### src/rtl/counter_pkg.sv
// Shared action encoding for the modulo up/down counter and its bench.
package counter_pkg;

  typedef enum logic [1:0] {
    CTR_HOLD = 2'd0,
    CTR_UP   = 2'd1,
    CTR_DOWN = 2'd2,
    CTR_LOAD = 2'd3
  } ctr_action_t;

  localparam int CTR_ACTION_W = 2;

endpackage

### src/rtl/counter_mod_next.sv
// Next-state logic for the modulo counter: next value, wrap/clamp flag, error flag.
module counter_mod_next
  import counter_pkg::*;
#(
  parameter int word_width = 8,
  parameter int step_width = 4
) (
  input  logic [word_width-1:0] cur_count,
  input  ctr_action_t           action,
  input  logic                  saturate,
  input  logic [step_width-1:0] step,
  input  logic [word_width-1:0] limit,
  input  logic [word_width-1:0] d_in,
  output logic [word_width-1:0] next_count,
  output logic                  next_wrap,
  output logic                  next_err
);

  logic [word_width:0] cur_x;
  logic [word_width:0] step_x;
  logic [word_width:0] lim_x;
  logic [word_width:0] mod_x;
  logic [word_width:0] sum_x;
  logic [word_width:0] wrap_up_x;
  logic [word_width:0] wrap_dn_x;
  logic [word_width:0] sub_x;
  logic                out_of_range;
  logic                illegal_step;
  logic                clamp;

  // One extra bit so limit = all-ones still gives a representable modulus.
  assign cur_x        = {1'b0, cur_count};
  assign step_x       = {{(word_width + 1 - step_width){1'b0}}, step};
  assign lim_x        = {1'b0, limit};
  assign mod_x        = lim_x + 1'b1;
  assign sum_x        = cur_x + step_x;
  assign sub_x        = cur_x - step_x;
  assign wrap_up_x    = sum_x - mod_x;
  assign wrap_dn_x    = cur_x + mod_x - step_x;
  assign out_of_range = cur_x > lim_x;
  assign illegal_step = step_x > lim_x;
  assign clamp        = saturate | illegal_step;

  always_comb begin
    next_count = cur_count;
    next_wrap  = 1'b0;
    next_err   = 1'b0;
    unique case (action)
      CTR_UP: begin
        next_err = illegal_step;
        if (out_of_range) begin
          next_count = '0;
          next_wrap  = 1'b1;
        end else if (sum_x > lim_x) begin
          next_count = clamp ? limit : wrap_up_x[word_width-1:0];
          next_wrap  = 1'b1;
        end else begin
          next_count = sum_x[word_width-1:0];
        end
      end
      CTR_DOWN: begin
        next_err = illegal_step;
        if (out_of_range) begin
          next_count = limit;
          next_wrap  = 1'b1;
        end else if (step_x > cur_x) begin
          next_count = clamp ? '0 : wrap_dn_x[word_width-1:0];
          next_wrap  = 1'b1;
        end else begin
          next_count = sub_x[word_width-1:0];
        end
      end
      CTR_LOAD: begin
        if (d_in > limit) begin
          next_count = limit;
          next_err   = 1'b1;
        end else begin
          next_count = d_in;
        end
      end
      default: begin
        next_count = cur_count;
      end
    endcase
  end

endmodule

### src/rtl/counter_mod_updown.sv
// Modulo up/down counter over [0, limit]: one-cycle update, wrap or saturate, sticky err.
module counter_mod_updown
  import counter_pkg::*;
#(
  parameter int word_width = 8,
  parameter int step_width = 4
) (
  input  logic                  clk,
  input  logic                  reset,
  input  logic                  enable,
  input  logic [1:0]            action,
  input  logic                  saturate,
  input  logic [step_width-1:0] step,
  input  logic [word_width-1:0] limit,
  input  logic [word_width-1:0] D_IN,
  input  logic                  clear_err,
  output logic [word_width-1:0] D_OUT,
  output logic                  will_overflow,
  output logic                  wrapped,
  output logic                  err
);

  ctr_action_t           act;
  logic [word_width-1:0] next_count;
  logic                  next_wrap;
  logic                  next_err;

  assign act = ctr_action_t'(action);

  counter_mod_next #(
    .word_width (word_width),
    .step_width (step_width)
  ) u_next (
    .cur_count  (D_OUT),
    .action     (act),
    .saturate   (saturate),
    .step       (step),
    .limit      (limit),
    .d_in       (D_IN),
    .next_count (next_count),
    .next_wrap  (next_wrap),
    .next_err   (next_err)
  );

  assign will_overflow = enable & ((act == CTR_UP) | (act == CTR_DOWN)) & next_wrap;

  always_ff @(posedge clk) begin
    if (reset) begin
      D_OUT   <= '0;
      wrapped <= 1'b0;
      err     <= 1'b0;
    end else begin
      if (enable) begin
        D_OUT   <= next_count;
        wrapped <= next_wrap;
      end else begin
        wrapped <= 1'b0;
      end
      // A new error in the same cycle as clear_err keeps err set.
      if (enable && next_err) begin
        err <= 1'b1;
      end else if (clear_err) begin
        err <= 1'b0;
      end
    end
  end

endmodule

### config.mk
export PLATFORM = sky130hd
export DESIGN_NAME = counter_mod_updown
export DESIGN_NICKNAME = d
export VERILOG_FILES = /design/src/rtl/counter_pkg.sv /design/src/rtl/counter_mod_next.sv /design/src/rtl/counter_mod_updown.sv
export SDC_FILE = /design/constraint.sdc
export NUM_CORES = 1
export LEC_CHECK = 0
export ABC_CLOCK_PERIOD_IN_PS = 6000
export BUFFER_PORTS_ARGS = -buffer_cell sky130_fd_sc_hd__buf_4
export CORE_ASPECT_RATIO = 0.9
export CORE_MARGIN = 2
export CORE_UTILIZATION = 38
export CTS_CLUSTER_DIAMETER = 150
export DETAILED_ROUTE_END_ITERATION = 7
export GPL_ROUTABILITY_DRIVEN = 0
export RECOVER_POWER = 25
export SYNTH_ARGS = -nofsm -noshare
export SYNTH_HDL_FRONTEND = slang
export SYNTH_SLANG_ARGS = --single-unit
### constraint.sdc
create_clock -name clk -period 6 [get_ports clk]
set_input_delay 1.2 -clock clk [delete_from_list [all_inputs] [get_ports clk]]
set_output_delay 1.2 -clock clk [all_outputs]
set_load 0.02 [all_outputs]
======== Yosys cells after proc, flatten, opt, wreduce, memory -nomap -nowiden ========
Index checks and enable logic that the tools add are counted.
word-level totals
  bits in registers ....................... 10
  output and inout port bits .............. 11
  word-level logic and storage cells ...... 45
  input port bits ......................... 27
cells by class
  reductions and logical operators ........ 6
  mux-type cells .......................... 17
  eq/ne operators ......................... 3
  bitwise logic cells ..................... 5
  add/subtract/negate cells ............... 6
  magnitude comparators ................... 5
operator list
  kind                 number
  $mux 8               7
  $pmux 8 s3           1
  $gt 4x8->1           2
  $gt 8x8->1           2
  $sub 8x4->8          2
  $add 8x4->9          1
  $gt 9x8->1           1
  $add 8x1->8 const B  1
  $add 8x8->8          1
  $sub 8x8->8          1
  $mux 1               7
  $eq 2x2->1 const B   2
  $pmux 1 s2           2
  $reduce_or 2->1      2
  $reduce_bool 3->1    1
  $and 1x1->1          2
  $eq 2x1->1 const B   1
  $or 1x1->1           2
  $reduce_and 2->1     1
  $reduce_bool 2->1    1
  $logic_and 1x1->1    1
  $not 1->1            1

======== Logic depth before layout (Yosys ltp) ========
  word-level depth ........................ 7
  mapped depth ............................ 18
  depth with buffers taken out ............ 16

======== Cells and area by module ========
Synthesis repeated with hierarchy kept, for this count alone.
second synthesis, totals
  cell total of the unflattened synthesis .. 403
  area total of the unflattened synthesis .. 3175.5 µm²
modules (own cells, without submodules)
  module              cells an instance  sequential area each (µm²)  area each (µm²)  instances
  counter_mod_next    368                0.0                         2813.9           1
  counter_mod_updown  35                 200.2                       361.6            1

======== Least setup slack after synthesis ========
No wires, ideal clock.
  path kind ............................... input to output
  start point ............................. in step[2]
  end point ............................... out will_overflow
  data arrival time ....................... 4.253 ns
  path buffers ............................ 2
  stages on the path ...................... 16
  data required time ...................... 4.800 ns
  path slack .............................. 0.547 ns
  cells stage by stage .................... inv_1 ha_1 buf_6 or3b_1 a31oi_1 o21ai_0 xor2_1 inv_1 ha_1 inv_1 or4_1 o2111ai_1 nand3_2 buf_6 o21ai_0 a21oi_1
on the way
  longest elaborated chain between the ends .. 6
  elaborated cells on any way between the ends .. 9
  those cells by class .................... add/sub: 1; order compare: 2; mux: 5; bitwise: 1
ends and longest elaborated chain
  what             line                      source
  start, declared  counter_mod_updown.sv:13  input logic [step_width-1:0] step,
  $add 8x4->9      counter_mod_next.sv:36    assign sum_x = cur_x + step_x;
  $gt 9x8->1       counter_mod_next.sv:54    end else if (sum_x > lim_x) begin
  $mux 1           counter_mod_next.sv:54
  $mux 1           counter_mod_next.sv:51    if (out_of_range) begin
  $pmux 1 s2 (*)   counter_mod_next.sv:48    unique case (action)
  $and 1x1->1 (*)  counter_mod_updown.sv:45  assign will_overflow = enable & ((act == CTR_UP) | (act == CTR_DOWN)) & next_wrap;
  end, declared    counter_mod_updown.sv:18  output logic will_overflow,
Mark *: on every way between the ends. The rest lies on a longest branch, timed or not.

======== Worst setup path in the final report ========
Ends and elaborated chain as after synthesis.

==> impl_results.md <==
* Status: complete, no violations
* Setup bufs post-CTS at 0
* Setup-failing EPs final at 0
* CTS resizes at 0
* Syn Inst Count at ~380
* Sequential area share after synthesis at 0.0678
* Slew Limit Fails at 0
* Hold/Removal Path Class: reg2reg
* Leak at 1.55 nW
* DRC at 0
* Crit start category: input pin
* Tcrit/Tclk final at 0.955
* CP required at approximately 4.8 ns
* Routed vias at 2,937
* Die height at 87.6 µm
* Rows at 30
* Final hold violations at 0
* Vias per cell at approximately 5.9
* Largest family of logic cells by synthesized area: adder cells
* Worst R2R End: D_OUT[0]
* P_int at around 320 µW
* GRT busiest layer: met2
* Post-synth EDFFs at 0
* Sum Neg Setup Slack at 0 ns
* Reg power frac at 0.135
* Area grow syn2layout at 10.4%
* Worst Hold Margin at 0.621 ns
* Post-synthesis mux area share at 0.0318
* Num CTS Buffers at 3
* Die area at between 8000 and 9000 µm²
* Fin util at 0.432
* Worst reg2reg path depth at 16
* Initial Util at 0.391
* Maximum clock rate at approximately 170 MHz
* Flop2flop setup slack at between 1.5 and 2 ns
* Antenna-violating nets left at 0
* Post-synth top area share at 0.250
* Largest net degree at the start of global routing at 17
* Clock Pin Slew Worst Setup and Hold Paths at 0.05 ns
* Synth cell types at between 60 and 70
* CTS root buffer: clkbuf_8
* Simple-gate portion of the synthesized area at 0.176
* Met1 Use GR at 0.310
* CTS tree: yes
* First-pass GRT wire length at approximately 15,000 µm
* Clock sinks at 10
* Routed wire per std cell at ~18 µm
* Placed cell area at 3240 µm²
* Layout cells sized above 1 at 0.116
* CP max stage delay at around 0.53 ns
* Drt first pass iters at 5
* Unrepaired setup endpoints after global routing: false
* Synth top area cells: ha_1 (25%), dfxtp_1 (6.8%), xnor2_1 (6.5%), inv_1 (6.1%), fa_1 (4.7%)
* # H-tree levels at 1
* Core area at about 7500 µm²
* Post-synthesis xor/xnor area fraction at 0.0771
* Finished Cell Area at 3260 µm²
* Most used cell, CP: inv_1
* P_sw at about 320 µW
* Met2 Use GR at 0.339
* Tot Pwr at between 600 and 700 µW
* Pwr dens at between 150 and 200 nW/µm²
* FFs w/ async S/R, synth at 0
* Syn. warnings at 0
* Initial antenna violation count at 0
* Slew headroom at 0.420
* Worst-Skew Late Latency at 0.24 ns
* All-Layer GR Usage at 0.212
* Routed WL at about 9000 µm
* GRT Residual Overflow at 0
* Combinational power share at 0.750
* Cell Chain, Critical Path: buf_4 > inv_1 > ha_1 > or3b_1 > a31oi_1 > o21ai_0 > xor2_1 > inv_1 > ha_1 > inv_1 > or4_1 > o2111ai_1 > nand3_2 > o21ai_0 > a21oi_1 > buf_4
* Longest Clk Path Bufs at 2
* Die span in x at 96.9 µm
* IO Count at 38
* CTS Hold Bufs at 0
* Main flop type after synthesis: dfxtp_1
* Initial DRC count at around 240
* R2r startpoint: D_OUT[1]
* Diodes inserted at 0
* Crit end category: output pin
* Nets@finish at about 500
* Vias in the first global route at roughly 2,800
* Post-DP HPWL at approximately 7500 µm
* Setup Crit Path Kind: in2out
* Post-synthesis compound-gate area fraction at 0.245
* Met3 Use GR at 0.0271
* CP Capture Point: will_overflow
* Top post-synthesis cells by count: ha_1 (59), inv_1 (48), xnor2_1 (22)
* Crit-path max FO at 7
* Fin crit period at 5.73 ns
* CP startpoint: step[2]
* Clock share of power at 0.115
* Worst Max-Slew Pin Slew at between 0.8 and 0.9 ns
* Sw frac at 0.498
* Synth Register Bits at 10
* MaxCap Viol Count at 0
* Worst VDD drop at between 0.08 and 0.09 mV
* CP max stage cell: or4_1
* Critical path arrival at around 4.5 ns
* Synth Area in Adders at 0.297
* Biggest area consumer among synthesized cells: ha_1
* Avg Cell Area, Syn at approximately 8 µm²
* Setup Skew at between 0.002 and 0.003 ns
* Synthesized Nets at between 400 and 500
* Cell with the most instances after synthesis: ha_1
* Synth Cell Area at about 3000 µm²
* I/O Buffers at 37
* Hold_sp: D_OUT[0]
==> power groups by stage <==
stage	Sequential (mW)	Combinational [mW]	Clock, mW
after CTS	0.0873	0.482	0.0727
after global routing	0.0886	0.544	0.0779
final	0.0874	0.484	0.0741
after floorplan	0.0885	0.359	0
after global placement	0.0885	0.474	0
after detailed placement	0.0885	0.478	0
==> cells by family (layout without fill, tap and decap cells) <==
family	after synthesis	count (layout)
AO/OA/AOI/OAI	102	102
XOR/XNOR	26	26
adder cells (fa/ha/maj)	66	66
buffers and inverters	63	90
flip-flops	10	10
multiplexers	9	9
AND/OR/NAND/NOR	101	101
==> state kept, by name (all words and copies together) (netlist names) <==
signal,cells
D_OUT,8
err,1
wrapped,1
==> through the flow <==
| stage | setup slack (ns) | cells |
|---|---|---|
| floorplan | 0.547 | 377 |
| global placement | 0.387 | 497 |
| detailed placement | 0.316 | 497 |
| CTS | 0.310 | 500 |
| global route | 0.0854 | 500 |
| finish | 0.271 | 500 |
==> placed cells by master (no fill, tap or decap), types with 5 or more instances in the layout <==
master and count:
a21o_1 7, nor2_1 20, fa_1 7, inv_1 48, buf_4 34, nand2_1 19
a21oi_1 16, nand2b_1 7, nand3_1 13, nor3_1 11, ha_1 59, a221oi_1 6
a31oi_1 6, mux2i_1 6, xnor2_1 22, dfxtp_1 10, o211ai_1 12, clkbuf_1 5
o21ai_0 15, nor2b_1 8, nand4_1 6, a32oi_1 5
==> worst min path at each step <==
stage | to | depth (start not counted)
floorplan | D_OUT[0] | 2
detailed placement | err | 3
CTS | D_OUT[0] | 2
global route | D_OUT[0] | 2
finish | D_OUT[0] | 2
global placement | err | 3
==> final cells by class <==
class	instances	area (µm²)
well taps	96	120
flip-flops and latches	10	200
multi-input cells	304	2440
inverters	48	180
clock buffers	3	41.3
fillers	771	4280
repair buffers	39	274
==> critical path: cells and delay by family <==
family | cells | cell delay (ns)
AOI/OAI and AO/OA | 5 | 0.81
xor gates and xnor gates | 1 | 0.26
adders and majority gates | 2 | 0.68
buffers and inverters | 5 | 0.51
and+or+nand+nor | 3 | 1.07
==> routing by layer <==
layer,vias up,share of wire
met5,-,0
met4,0,0.014
met3,10,0.077
met2,126,0.43
met1,1372,0.48
li1,1429,-
(Power assumes the default switching activity.)
